### src/rtl/cacheline_burst_adaptor_if.sv
// Bus bundle between the L2 cache (line side) and physical memory (burst side)
// for the cacheline burst adaptor.
interface cacheline_burst_adaptor_if #(
  parameter int LINE_WIDTH  = 256,
  parameter int BURST_WIDTH = 64,
  parameter int ADDR_WIDTH  = 32
);
  // Handshake: read_i/write_i are level requests held until resp_o pulses for
  // one cycle. read_o/write_o stay high for the whole burst; each cycle with
  // resp_i high moves exactly one beat, and gaps in resp_i simply stall.
  logic [LINE_WIDTH-1:0]  line_i;
  logic [LINE_WIDTH-1:0]  line_o;
  logic [ADDR_WIDTH-1:0]  address_i;
  logic                   read_i;
  logic                   write_i;
  logic                   resp_o;
  logic [BURST_WIDTH-1:0] burst_i;
  logic [BURST_WIDTH-1:0] burst_o;
  logic [ADDR_WIDTH-1:0]  address_o;
  logic                   read_o;
  logic                   write_o;
  logic                   resp_i;

  modport master (
    output line_i, address_i, read_i, write_i, burst_i, resp_i,
    input  line_o, resp_o, burst_o, address_o, read_o, write_o
  );

  modport slave (
    input  line_i, address_i, read_i, write_i, burst_i, resp_i,
    output line_o, resp_o, burst_o, address_o, read_o, write_o
  );
endinterface

### src/rtl/cacheline_burst_adaptor.sv
// Splits one L2 line read/write into a BEATS-long burst on the memory bus and
// reassembles returning read beats into a line. One transaction at a time.
module cacheline_burst_adaptor #(
  parameter int LINE_WIDTH  = 256,
  parameter int BURST_WIDTH = 64,
  parameter int ADDR_WIDTH  = 32
) (
  input  logic                    clk,
  input  logic                    rst,
  cacheline_burst_adaptor_if.slave bus,
  output logic [1:0]              dbg_state
);
  localparam int BEATS  = LINE_WIDTH / BURST_WIDTH;
  localparam int CNT_W  = (BEATS > 1) ? $clog2(BEATS) : 1;
  localparam int OFFSET = $clog2(LINE_WIDTH / 8);
  localparam logic [CNT_W-1:0] LAST_BEAT = CNT_W'(BEATS - 1);

  typedef enum logic [1:0] {
    IDLE  = 2'd0,
    READ  = 2'd1,
    WRITE = 2'd2,
    DONE  = 2'd3
  } state_t;

  state_t                 state;
  logic [CNT_W-1:0]       beat_cnt;
  logic [CNT_W-1:0]       next_cnt;
  logic [BURST_WIDTH-1:0] beat_buf [BEATS];
  logic [BURST_WIDTH-1:0] line_beats [BEATS];
  logic [LINE_WIDTH-1:0]  assembled;

  assign dbg_state = state;
  assign next_cnt  = beat_cnt + 1'b1;

  // The final read beat is merged combinationally so line_o is valid in DONE.
  always_comb begin
    assembled = '0;
    for (int b = 0; b < BEATS; b++) begin
      line_beats[b] = bus.line_i[b*BURST_WIDTH +: BURST_WIDTH];
      assembled[b*BURST_WIDTH +: BURST_WIDTH] =
        (CNT_W'(b) == beat_cnt) ? bus.burst_i : beat_buf[b];
    end
  end

  always_ff @(posedge clk) begin
    if (rst) begin
      state         <= IDLE;
      beat_cnt      <= '0;
      bus.line_o    <= '0;
      bus.resp_o    <= 1'b0;
      bus.burst_o   <= '0;
      bus.address_o <= '0;
      bus.read_o    <= 1'b0;
      bus.write_o   <= 1'b0;
      for (int b = 0; b < BEATS; b++) beat_buf[b] <= '0;
    end else begin
      case (state)
        IDLE: begin
          if (bus.write_i || bus.read_i) begin
            bus.address_o <= {bus.address_i[ADDR_WIDTH-1:OFFSET], {OFFSET{1'b0}}};
            beat_cnt      <= '0;
          end
          // Write has priority when both requests are raised together.
          if (bus.write_i) begin
            state       <= WRITE;
            bus.write_o <= 1'b1;
            bus.burst_o <= line_beats[0];
            for (int b = 0; b < BEATS; b++) beat_buf[b] <= line_beats[b];
          end else if (bus.read_i) begin
            state      <= READ;
            bus.read_o <= 1'b1;
          end
        end
        READ: begin
          if (bus.resp_i) begin
            beat_buf[beat_cnt] <= bus.burst_i;
            beat_cnt           <= next_cnt;
            if (beat_cnt == LAST_BEAT) begin
              state      <= DONE;
              bus.read_o <= 1'b0;
              bus.resp_o <= 1'b1;
              bus.line_o <= assembled;
            end
          end
        end
        WRITE: begin
          if (bus.resp_i) begin
            beat_cnt <= next_cnt;
            if (beat_cnt == LAST_BEAT) begin
              state       <= DONE;
              bus.write_o <= 1'b0;
              bus.burst_o <= '0;
              bus.resp_o  <= 1'b1;
            end else begin
              bus.burst_o <= beat_buf[next_cnt];
            end
          end
        end
        DONE: begin
          bus.resp_o <= 1'b0;
          state      <= IDLE;
        end
        default: state <= IDLE;
      endcase
    end
  end
endmodule
### src/flat_wrapper.sv
// flat-port wrapper written by rule: the top's interface ports become plain ports
module cacheline_burst_adaptor_flat 
#(
  parameter int LINE_WIDTH  = 256,
  parameter int BURST_WIDTH = 64,
  parameter int ADDR_WIDTH  = 32
)
  (clk, rst, dbg_state, bus_line_i, bus_address_i, bus_read_i, bus_write_i, bus_burst_i, bus_resp_i, bus_line_o, bus_resp_o, bus_burst_o, bus_address_o, bus_read_o, bus_write_o);
  cacheline_burst_adaptor_if #(.LINE_WIDTH(LINE_WIDTH), .BURST_WIDTH(BURST_WIDTH), .ADDR_WIDTH(ADDR_WIDTH)) bus_i ();
  input  logic clk;
  input  logic rst;
  output logic [1:0] dbg_state;
  input wire logic [$bits(bus_i.line_i)-1:0] bus_line_i;
  input wire logic [$bits(bus_i.address_i)-1:0] bus_address_i;
  input wire logic [$bits(bus_i.read_i)-1:0] bus_read_i;
  input wire logic [$bits(bus_i.write_i)-1:0] bus_write_i;
  input wire logic [$bits(bus_i.burst_i)-1:0] bus_burst_i;
  input wire logic [$bits(bus_i.resp_i)-1:0] bus_resp_i;
  output wire logic [$bits(bus_i.line_o)-1:0] bus_line_o;
  output wire logic [$bits(bus_i.resp_o)-1:0] bus_resp_o;
  output wire logic [$bits(bus_i.burst_o)-1:0] bus_burst_o;
  output wire logic [$bits(bus_i.address_o)-1:0] bus_address_o;
  output wire logic [$bits(bus_i.read_o)-1:0] bus_read_o;
  output wire logic [$bits(bus_i.write_o)-1:0] bus_write_o;
  assign bus_i.line_i = bus_line_i;
  assign bus_i.address_i = bus_address_i;
  assign bus_i.read_i = bus_read_i;
  assign bus_i.write_i = bus_write_i;
  assign bus_i.burst_i = bus_burst_i;
  assign bus_i.resp_i = bus_resp_i;
  assign bus_line_o = bus_i.line_o;
  assign bus_resp_o = bus_i.resp_o;
  assign bus_burst_o = bus_i.burst_o;
  assign bus_address_o = bus_i.address_o;
  assign bus_read_o = bus_i.read_o;
  assign bus_write_o = bus_i.write_o;
  cacheline_burst_adaptor #(.LINE_WIDTH(LINE_WIDTH), .BURST_WIDTH(BURST_WIDTH), .ADDR_WIDTH(ADDR_WIDTH)) u_core (.clk(clk), .rst(rst), .bus(bus_i), .dbg_state(dbg_state));
endmodule
### config.mk
export PLATFORM = sky130hd
export DESIGN_NAME = cacheline_burst_adaptor_flat
export DESIGN_NICKNAME = d
export VERILOG_FILES = /design/src/rtl/cacheline_burst_adaptor_if.sv /design/src/rtl/cacheline_burst_adaptor.sv /design/src/flat_wrapper.sv
export SDC_FILE = /design/constraint.sdc
export NUM_CORES = 1
export LEC_CHECK = 0
export CORE_AREA = 2 2 275 277
export CTS_BUF_LIST = sky130_fd_sc_hd__clkbuf_8
export DETAILED_ROUTE_END_ITERATION = 10
export DIE_AREA = 0 0 277 279
export SYNTH_ARGS = -nofsm -noshare
export SYNTH_HDL_FRONTEND = slang
export SYNTH_SLANG_ARGS = --single-unit
### constraint.sdc
create_clock -name clk -period 8.61 [get_ports clk]
set_input_delay 0.861 -clock clk [delete_from_list [all_inputs] [get_ports clk]]
set_output_delay 0.861 -clock clk [all_outputs]
set_load 0.05 [all_outputs]
Word level (Yosys, flattened, before mapping):

Memories as Yosys holds them, arrays and structs flattened. A register that Yosys moved wholly into a read port is not among the register bits.
Index checks and enable logic that the tools add are counted.

* bits in writable memories: 256
* word-level logic and storage cells: 83
* output and inout bits: 357
* bits of input ports: 357
* register bits after elaboration: 98
* memories kept: 1

Memory list
* u_core.beat_buf: words 4, bits a word 64, read ports 5, clocked after Yosys merged registers in 4, wr ports 4, RTL line cacheline_burst_adaptor.sv:28 `logic [BURST_WIDTH-1:0] beat_buf [BEATS];`

* reduce and logical (&&, ||, !) cells: 16
* equal/unequal tests: 15
* mux-type cells: 39
* bitwise gates (word level): 4
* $add $sub $neg: 1

Operators with widths (count)
* 64-bit two-way mux: 8
* 64-bit case mux with 2 select lines: 1
* 64-bit OR reduction: 1
* 1-bit two-way mux: 18
* 3-bit AND reduction: 5
* 2-bit two-way mux: 7
* 2-bit by 1-bit != test with 1-bit output, second input constant: 5
* 2-bit != test, second input constant: 5
* 2-bit nonzero test: 4
* 2-bit equality test, second input constant: 3
* 1-bit case mux with 2 select lines: 3
* 2-bit case mux with 3 select lines: 1
* 5-bit AND reduction: 1
* 1-bit bitwise OR: 4
* 2-bit case mux with 2 select lines: 1
* 4-bit AND reduction: 1
* 3-bit != test, second input constant: 1
* 2-bit by 1-bit adder with 2-bit output, second input constant: 1
* 2-bit by 1-bit equality test with 1-bit output, second input constant: 1
* 2-bit logical NOT: 1
* 2-bit AND reduction: 1
* 2-bit OR reduction: 1
* 1-bit logical OR: 1

Depth between registers and ports, before layout:

Gate-level depths: netlist of the first run.

* depth after elaboration: 6
* depth in mapped cells: 9
* gate-level depth less buffers: 6

Worst setup path before layout of the first run:

OpenSTA, ideal clock, no wires.

* path kind: input to register
* start point: input port rst
* end point: memory u_core.beat_buf[1][0], enable pin
* data required time: 8178 ps
* setup time: 432 ps
* slack: 4935 ps
* arrival time: 3242 ps
* path buffers: 3
* stages: 6
* cell sequence: buf_4 and3b_1 and2_1 buf_4 buf_4 nand2b_1

RTL lines
* from (decl): RTL line flat_wrapper.sv:11 `input logic rst;`
* to (decl): RTL line cacheline_burst_adaptor.sv:28

==> results.toml, run 1 <==
[status]
outcome = "finished, final reports clean"

[critical_path]
required_ns = 8.93
critPathTopFamily = "buffers and inverters"
cp.arrival_ns = 4.39
reg2reg_slack_ns = 4.95
critPathMaxFanout = 118
worstReg2RegEnd = "u_core.beat_buf[3][57]"
crit_chain = "buf_8 -> buf_4 -> a21oi_1 -> nand2b_4 -> buf_4"
crit_buf_inv = 3
cp-start-kind = "input pin"
cp_slowest_cell = "buf_4"
endpoint_kind = "register"
crit_top_cell = "buf_4"
reg2reg_from = "u_core.beat_cnt[0]"
crit_path_max_incr_delay_ns = 0.98
critPathKind = "input pin to register"
r2r_cells = 4

[sta]
fin_ws_ns = 4.55
drv_slew = 0
worstMarginPinSlew_ns = 1.47
period_minus_slack_ns = 4.06
finalSetupTns_ns = 0
max_freq_ghz = 0.246
fin_skew_ns = 0.0363
rsz0062_at_grt = "no"
fin_crit_sh_pct = 47.2
slew_headroom_pct = 2.02
finalSetupViolCount = 0
finalHoldViolCount = 0

[cells_and_area]
fillerInstances = 7108
num-nets-final = 3831
utilization_pct = 48.5
final_area_um2 = 35900
drive_above_1_share_pct = 7.36
areaGrowthSynthToFinish_pct = 37.1

[global_routing]
overflow = 0
antenna_found_initial = 21
grt_pass1_vias = 22400
grt_max_degree = 190
grt.total_usage_pct = 26.4
grt_pass1_wl_um = 151000

[synth]
postSynth.asyncResetShare_pct = 0
yosys_most_used_dff = "dfxtp_1"
synth_edf_count = 256
ys_top_cells_by_count = "889 x nand2_1, 354 x dfxtp_1, 289 x a21oi_1, 256 x edfxtp_1, 134 x nor2_1"
ys_warn_count = 0
syn_inst = 2850
yosysSeqAreaShare_pct = 56.4
synth_seq_cells = 610
synthTopCellsByArea = "edfxtp_1 29%, dfxtp_1 27%, nand2_1 13%"
ys_types = 44
synth_top_area_share_pct = 29.3
synth_area_um2 = 26200
avgSynthCellArea_um2 = 9.19
synth.most_common_cell = "nand2_1"
synth_top_cell_by_area = "edfxtp_1"

[floorplanning]
design.die.area_um2 = 77300
core-area_um2 = 74100
die_y_um = 279
start_util_pct = 35.4
die_w_um = 277
fp-row-count = 100
ios = 714

[clocking]
cts_sinks = 610
ctsResizeCount = 0
postCtsHoldBufs = 0
cts_setup_buffers = 0
cts_tree = "built"
cts_root_buf = "clkbuf_8"
ctsLongestPathBuffers = 3
numCtsBuffers = 107
clock_latency_ns = 0.73
clk_pin_slew_ns = 0.06
h-tree-depth = 3

[min_path]
hold_start = "bus_line_o[92]"
whs_endpoint = "bus_line_o[92]"
holdPathStages = 2
hold_path.class = "register to register"

[pwr]
peakVddDrop_mv = 0.123
finalPower_uw = 9380
leakagePower_uw = 0.0125
power_density_nw_per_um2 = 261

[place]
post-dp-hpwl_um = 65500
routabilityCongestion = 0.847
pre_cts_ws_ns = 3.75
numPortBuffers = 703
post_dp_cell_area_um2 = 33700

[drt]
drtPass1Iterations = 6
drt_iter0_drc = 1800
dr_total_vias = 23300
drc = 0
antenna_left = 0
drt_wl_total_um = 106000
viasPerCell = 5.12
wl_per_cell_um = 23.3

[flow_run]
cap_violations = 0
==> sequential cells by signal, indices dropped and copies added, names as in the netlist <==
| signal | count |
|---|---|
| bus_line_o | 192 |
| u_core.beat_buf | 256 |
| u_core.beat_cnt | 2 |
| u_core.bus.address_o | 27 |
| u_core.bus.burst_o | 64 |
| u_core.bus.line_o | 64 |
| u_core.bus.read_o | 1 |
| u_core.bus.resp_o | 1 |
| u_core.bus.write_o | 1 |
| u_core.dbg_state | 2 |
==> stage by stage <==
stage / std cells / hold WS [ns]
finish: 4545 / 0.452
global route: 4542 / 0.467
CTS: 4527 / 0.454
detailed placement: 4324 / 0.446
global placement: 4324 / 0.441
floorplan: 2854 / 0.479
==> worst min-delay path: cells and delay by family (launching register included) <==
kind | cells | cell delay [ns]
flip-flops | 1 | 0.31
AND/OR/NAND/NOR | 1 | 0.05
AO/OA/AOI/OAI | 1 | 0.05
==> layout make-up <==
class                      instances  area (µm²)  share of cell area (%)
antenna                           18        45.0                   0.125
clock buffer                     132        1820                    5.06
clock inverter                    71         353                   0.983
multi-input combinational       1942       10100                    28.3
inverter                          69         259                   0.721
tap                              969        1210                    3.38
sequential                       610       14800                    41.1
timing repair buffer             734        7300                    20.3
==> layout by cell type (no fill, tap or decap), drive strengths merged <==
master         count
a211oi             1
a21bo              1
a21oi            289
a22o              64
a2bb2oi            1
a311oi             1
a41oi              1
and2               3
and3b              1
buf               32
bufinv             1
clkbuf           132
clkdlybuf4s50    702
clkinv            29
clkinvlp           1
conb               5
dfxtp            354
diode             18
edfxtp           256
ha                10
inv              109
mux2i            131
nand2            890
nand2b             8
nand3              3
nand3b             1
nand4b             1
nor2             136
nor2b              2
nor3             130
nor3b              1
o211a              1
o211ai             1
o21a               1
o21ai            129
o22ai             64
o31ai             64
or2                1
or3b               1
==> worst max path at each step <==
stage                     startpoint                      to  slack (ns)  depth (start not counted)
after floorplan                  rst   u_core.beat_buf[1][0]        4.94                          6
after global placement           rst  u_core.beat_buf[0][53]        3.77                          5
after detailed placement         rst  u_core.beat_buf[0][57]        3.75                          5
after CTS                        rst  u_core.beat_buf[0][55]        4.53                          5
after global routing             rst  u_core.beat_buf[0][55]        4.39                          5
final                            rst  u_core.beat_buf[0][55]        4.55                          5
==> kinds of logic after synthesis <==
logic type | after synthesis | synth area share (%)
AND/OR/NAND/NOR | 1178 | 19.0
AO/OA/AOI/OAI | 618 | 13.8
flip-flops | 610 | 56.4
buffers and inverters | 302 | 5.33
multiplexers | 131 | 5.01
adder cells (fa/ha/maj) | 10 | 0.478
other | 1 | 0.0143
==> per-layer routing <==
layer	part of all wire (%)	GRT usage [%]	up-vias	routed length, µm
met1	41	32.5	11100	43000
met4	3.9	12.5	8	4080
met2	48	43.5	962	50500
met3	7.7	6.37	197	8140
met5	0.051	0	-	54
li1	-	-	11000	-
==> where the power goes <==
part | internal, µW | leakage [µW] | switching, µW
registers | 3590 | 0.00563 | 250
clock network | 1420 | 0.00126 | 1280
logic | 938 | 0.00556 | 1920
(Power assumes the default switching activity.)
==> run 2, diff against run 1 <==
clock period = 3.92 ns   (was 8.61 ns; I/O delays follow)
==> results.toml, run 2 (synthesized netlist as in run 1, its figures left out) <==
[clocking]
ctsResizeCount = 0
ctsLongestPathBuffers = 3
cts_root_buf = "clkbuf_8"
cts_setup_buffers = 0
cts_sinks = 610
numCtsBuffers = 108
clk_pin_slew_ns = 0.06
cts_tree = "built"
clock_latency_ns = 0.73
h-tree-depth = 3

[drt]
drc = 0
drt_iter0_drc = 1790
drt_wl_total_um = 104000
viasPerCell = 5.08
wl_per_cell_um = 22.8
dr_total_vias = 23200
antenna_left = 0
drtPass1Iterations = 5

[sta]
drv_slew = 0
fin_skew_ns = 0.0488
slew_headroom_pct = 33.6
finalSetupViolCount = 0
max_freq_ghz = 0.349
fin_crit_sh_pct = 73.1
worstMarginPinSlew_ns = 0.996
finalSetupTns_ns = 0
rsz0062_at_grt = "no"
period_minus_slack_ns = 2.87
finalHoldViolCount = 0

[min_path]
hold_start = "bus_address_i[12]"
hold_path.class = "input pin to register"
holdPathStages = 3
whs_endpoint = "u_core.bus.address_o[12]"

[status]
outcome = "finished, final reports clean"

[critical_path]
worstReg2RegEnd = "u_core.beat_buf[3][11]"
r2r_cells = 7
cp-start-kind = "register"
critPathKind = "register to register"
crit_chain = "inv_1 -> ha_1 -> nand2_1 -> or2_4 -> nor2_4 -> buf_4 -> a22o_1"
critPathTopFamily = "simple AND/OR/NAND/NOR gates"
critPathMaxFanout = 25
endpoint_kind = "register"
cp.arrival_ns = 3.42
cp_slowest_cell = "nor2_4"
reg2reg_from = "u_core.dbg_state[0]"
crit_path_max_incr_delay_ns = 0.66
crit_buf_inv = 2
reg2reg_slack_ns = 1.05
required_ns = 4.47

[floorplanning]
fp-row-count = 100
ios = 714
start_util_pct = 35.4
design.die.area_um2 = 77300
die_y_um = 279
core-area_um2 = 74100
die_w_um = 277

[cells_and_area]
utilization_pct = 48.9
largest_reg_flops = 256
regMostFlops = "u_core.beat_buf"
final_common_cell = "nand2_1"
num-nets-final = 3846
final_cell_mix = "888 x nand2_1, 702 x clkdlybuf4s50_1, 354 x dfxtp_1, 289 x a21oi_1, 256 x edfxtp_1"
drive_above_1_share_pct = 7.64
areaGrowthSynthToFinish_pct = 38.2

[pwr]
peakVddDrop_mv = 0.301
power_density_nw_per_um2 = 572
leakagePower_uw = 0.0126

[flow_run]
cap_violations = 0

[global_routing]
antenna_found_initial = 20
overflow = 0
grt_max_degree = 161
grt_pass1_wl_um = 149000
grt.total_usage_pct = 25.9
grt_pass1_vias = 22000

[place]
routabilityCongestion = 0.846
post-dp-hpwl_um = 66100
numPortBuffers = 703
## run 2: how the worst max path moves through the flow
stage	startpoint	endpoint	slack, ns	depth (start not counted)
floorplan	u_core.dbg_state[0]	u_core.beat_buf[1][0]	0.33	6
global placement	bus_write_i	u_core.beat_buf[3][61]	0.85	6
detailed placement	bus_write_i	u_core.beat_buf[3][1]	0.79	6
CTS	u_core.dbg_state[0]	u_core.beat_buf[3][11]	1.04	7
global route	u_core.dbg_state[0]	u_core.beat_buf[3][11]	0.86	7
finish	u_core.dbg_state[0]	u_core.beat_buf[3][11]	1.05	7
## run 2: per-layer routing
layer  GRT usage, %  routed length (µm)
met3           6.50                8250
met2           42.7               49700
met5              0                  77
met1           32.1               42100
met4           11.5                3810
## run 2: report_power, final
group	total, µW	internal, µW	leakage [µW]	switching, µW
clock	5920	3120	0.00130	2810
sequential	8430	7870	0.00563	561
combinational	6350	2150	0.00569	4200
total	20700	13100	0.0126	7570
## run 2: area by class of cell
class | count | area, µm²
Tap cell | 969 | 1210
Multi-Input combinational cell | 1942 | 10100
Sequential cell | 610 | 14800
Antenna cell | 15 | 37.5
Timing Repair Buffer | 748 | 7590
Clock inverter | 72 | 358
Fill cell | 7199 | 37900
Clock buffer | 132 | 1820
Inverter | 69 | 259
## run 2: worst reg2reg max path, delay by kind of cell, from the launching register on
family          cells  cell delay [ns]
compound gates      1             0.18
fa+ha+maj           1             0.29
buf+inv             2             0.59
simple gates        3             1.29
flops               1             0.37
## run 2: what timing repair did
item	in CTS	in global routing
hold buffers	1	0
setup endpoints to repair	0	0
endpoints found under the hold margin	19	0
## run 2: through the flow
step / hold slack [ns] / power (µW) / area (µm²) / instances / setup slack (ns)
after global placement: 0.441 / 14900 / 34000 / 4337 / 0.848
after floorplan: 0.479 / 12400 / 26200 / 2854 / 0.333
final: 0.243 / 20700 / 36200 / 4557 / 1.05
after CTS: 0.161 / 20800 / 36200 / 4542 / 1.04
after detailed placement: 0.446 / 14900 / 34000 / 4337 / 0.793
after global routing: 0.211 / 21600 / 36200 / 4556 / 0.856
==> run 3, diff against run 2 <==
clock period = 2.9 ns   (was 3.92 ns; I/O delays follow)
==> results.toml, run 3 (synthesized netlist as in run 1, its figures left out) <==
[place]
pre_cts_ws_ns = 0.205
post-dp-hpwl_um = 68400
numPortBuffers = 703
routabilityCongestion = 0.862

[drt]
drt_wl_total_um = 104000
wl_per_cell_um = 22.8
drc = 0
antenna_left = 0
viasPerCell = 5.11
dr_total_vias = 23400
drt_iter0_drc = 1691
drtPass1Iterations = 5

[critical_path]
critPathMaxFanout = 37
critPathKind = "register to register"
required_ns = 3.46
cp.arrival_ns = 3.17
reg2reg_slack_ns = 0.29
cp-start-kind = "register"
endpoint_kind = "register"

[cells_and_area]
areaGrowthSynthToFinish_pct = 39.8
final_common_cell = "nand2_1"
utilization_pct = 49.4
drive_above_1_share_pct = 8.24
num-nets-final = 3867
largest_reg_flops = 256
final_cell_mix = "888 x nand2_1, 702 x clkdlybuf4s50_1, 354 x dfxtp_1, 289 x a21oi_1, 256 x edfxtp_1"
seqCellArea_um2 = 14800
regMostFlops = "u_core.beat_buf"
fillerInstances = 7172
multi_input_area_um2 = 10100

[global_routing]
grt_pass1_vias = 22700
antenna_found_initial = 16
grt_pass1_wl_um = 151000
grt.total_usage_pct = 26.1
grt_max_degree = 168
overflow = 0

[clocking]
postCtsHoldBufs = 1
clk_pin_slew_ns = 0.06
clock_latency_ns = 0.72
cts_setup_buffers = 0
h-tree-depth = 3
ctsResizeCount = 0
numCtsBuffers = 106
cts_root_buf = "clkbuf_8"
ctsLongestPathBuffers = 3
cts_sinks = 610
cts_tree = "built"

[floorplanning]
die_w_um = 277
die_y_um = 279
ios = 714
fp-row-count = 100
design.die.area_um2 = 77300
start_util_pct = 35.4
core-area_um2 = 74100

[sta]
finalHoldViolCount = 0
slew_headroom_pct = 16.8
fin_skew_ns = 0.0343
finalSetupTns_ns = 0
fin_ws_ns = 0.286
finalSetupViolCount = 0
max_freq_ghz = 0.383
worstMarginPinSlew_ns = 1.25
fin_crit_sh_pct = 90.1
drv_slew = 0
period_minus_slack_ns = 2.61
rsz0062_at_grt = "no"

[pwr]
leakagePower_uw = 0.0128
power_density_nw_per_um2 = 777
peakVddDrop_mv = 0.398

[flow_run]
cap_violations = 0

[min_path]
hold_path.class = "input pin to register"

[status]
outcome = "finished, final reports clean"
==> run 3: cell type report <==
cell class	count	area share (%)
inverters	69	0.707
clock buffers	133	5.00
multi-input cells	1942	27.7
well taps	969	3.31
diodes	11	0.0752
flip-flops and latches	610	40.3
repair buffers	771	21.8
clock inverters	66	1.05
==> run 3: through the flow <==
stage	hold WS, ns	power, µW	instances	instance area (µm²)
floorplan	0.426	16700	2854	26200
global placement	0.441	20400	4360	34400
detailed placement	0.445	20400	4360	34400
CTS	0.0578	28600	4560	36600
global route	0.0978	29600	4571	36600
finish	0.120	28400	4571	36600
==> run 3: worst paths after layout <==
check / startpoint / to / depth (start not counted)
worst max-delay path: u_core.dbg_state[0] / u_core.beat_buf[3][31] / 7
worst min register to register: u_core.bus.address_o[31] / u_core.bus.address_o[31] / 2
worst max register to register: u_core.dbg_state[0] / u_core.beat_buf[3][31] / 7
worst min-delay path: bus_address_i[27] / u_core.bus.address_o[27] / 3
==> run 3: critical path: stages, from the launching register on <==
cell and delay, ns:
dfxtp_1 0.31, inv_1 0.14, ha_1 0.22, nand2_1 0.10, or2_4 0.25, nor2_4 0.85
buf_12 0.35, a22o_1 0.17
==> run 3: routing by layer <==
layer | up-vias | track usage [%] | share of wire, %
met4 | 8 | 9.00 | 2.8
met3 | 181 | 5.63 | 7.2
met5 | - | 0 | 0.055
li1 | 11100 | - | -
met2 | 907 | 44.5 | 49
met1 | 11200 | 32.7 | 41
==> run 3: power by group <==
group	switching, µW	internal (µW)
Combinational	5750	3150
Sequential	726	10600
Clock	3790	4400
Total	10300	18200
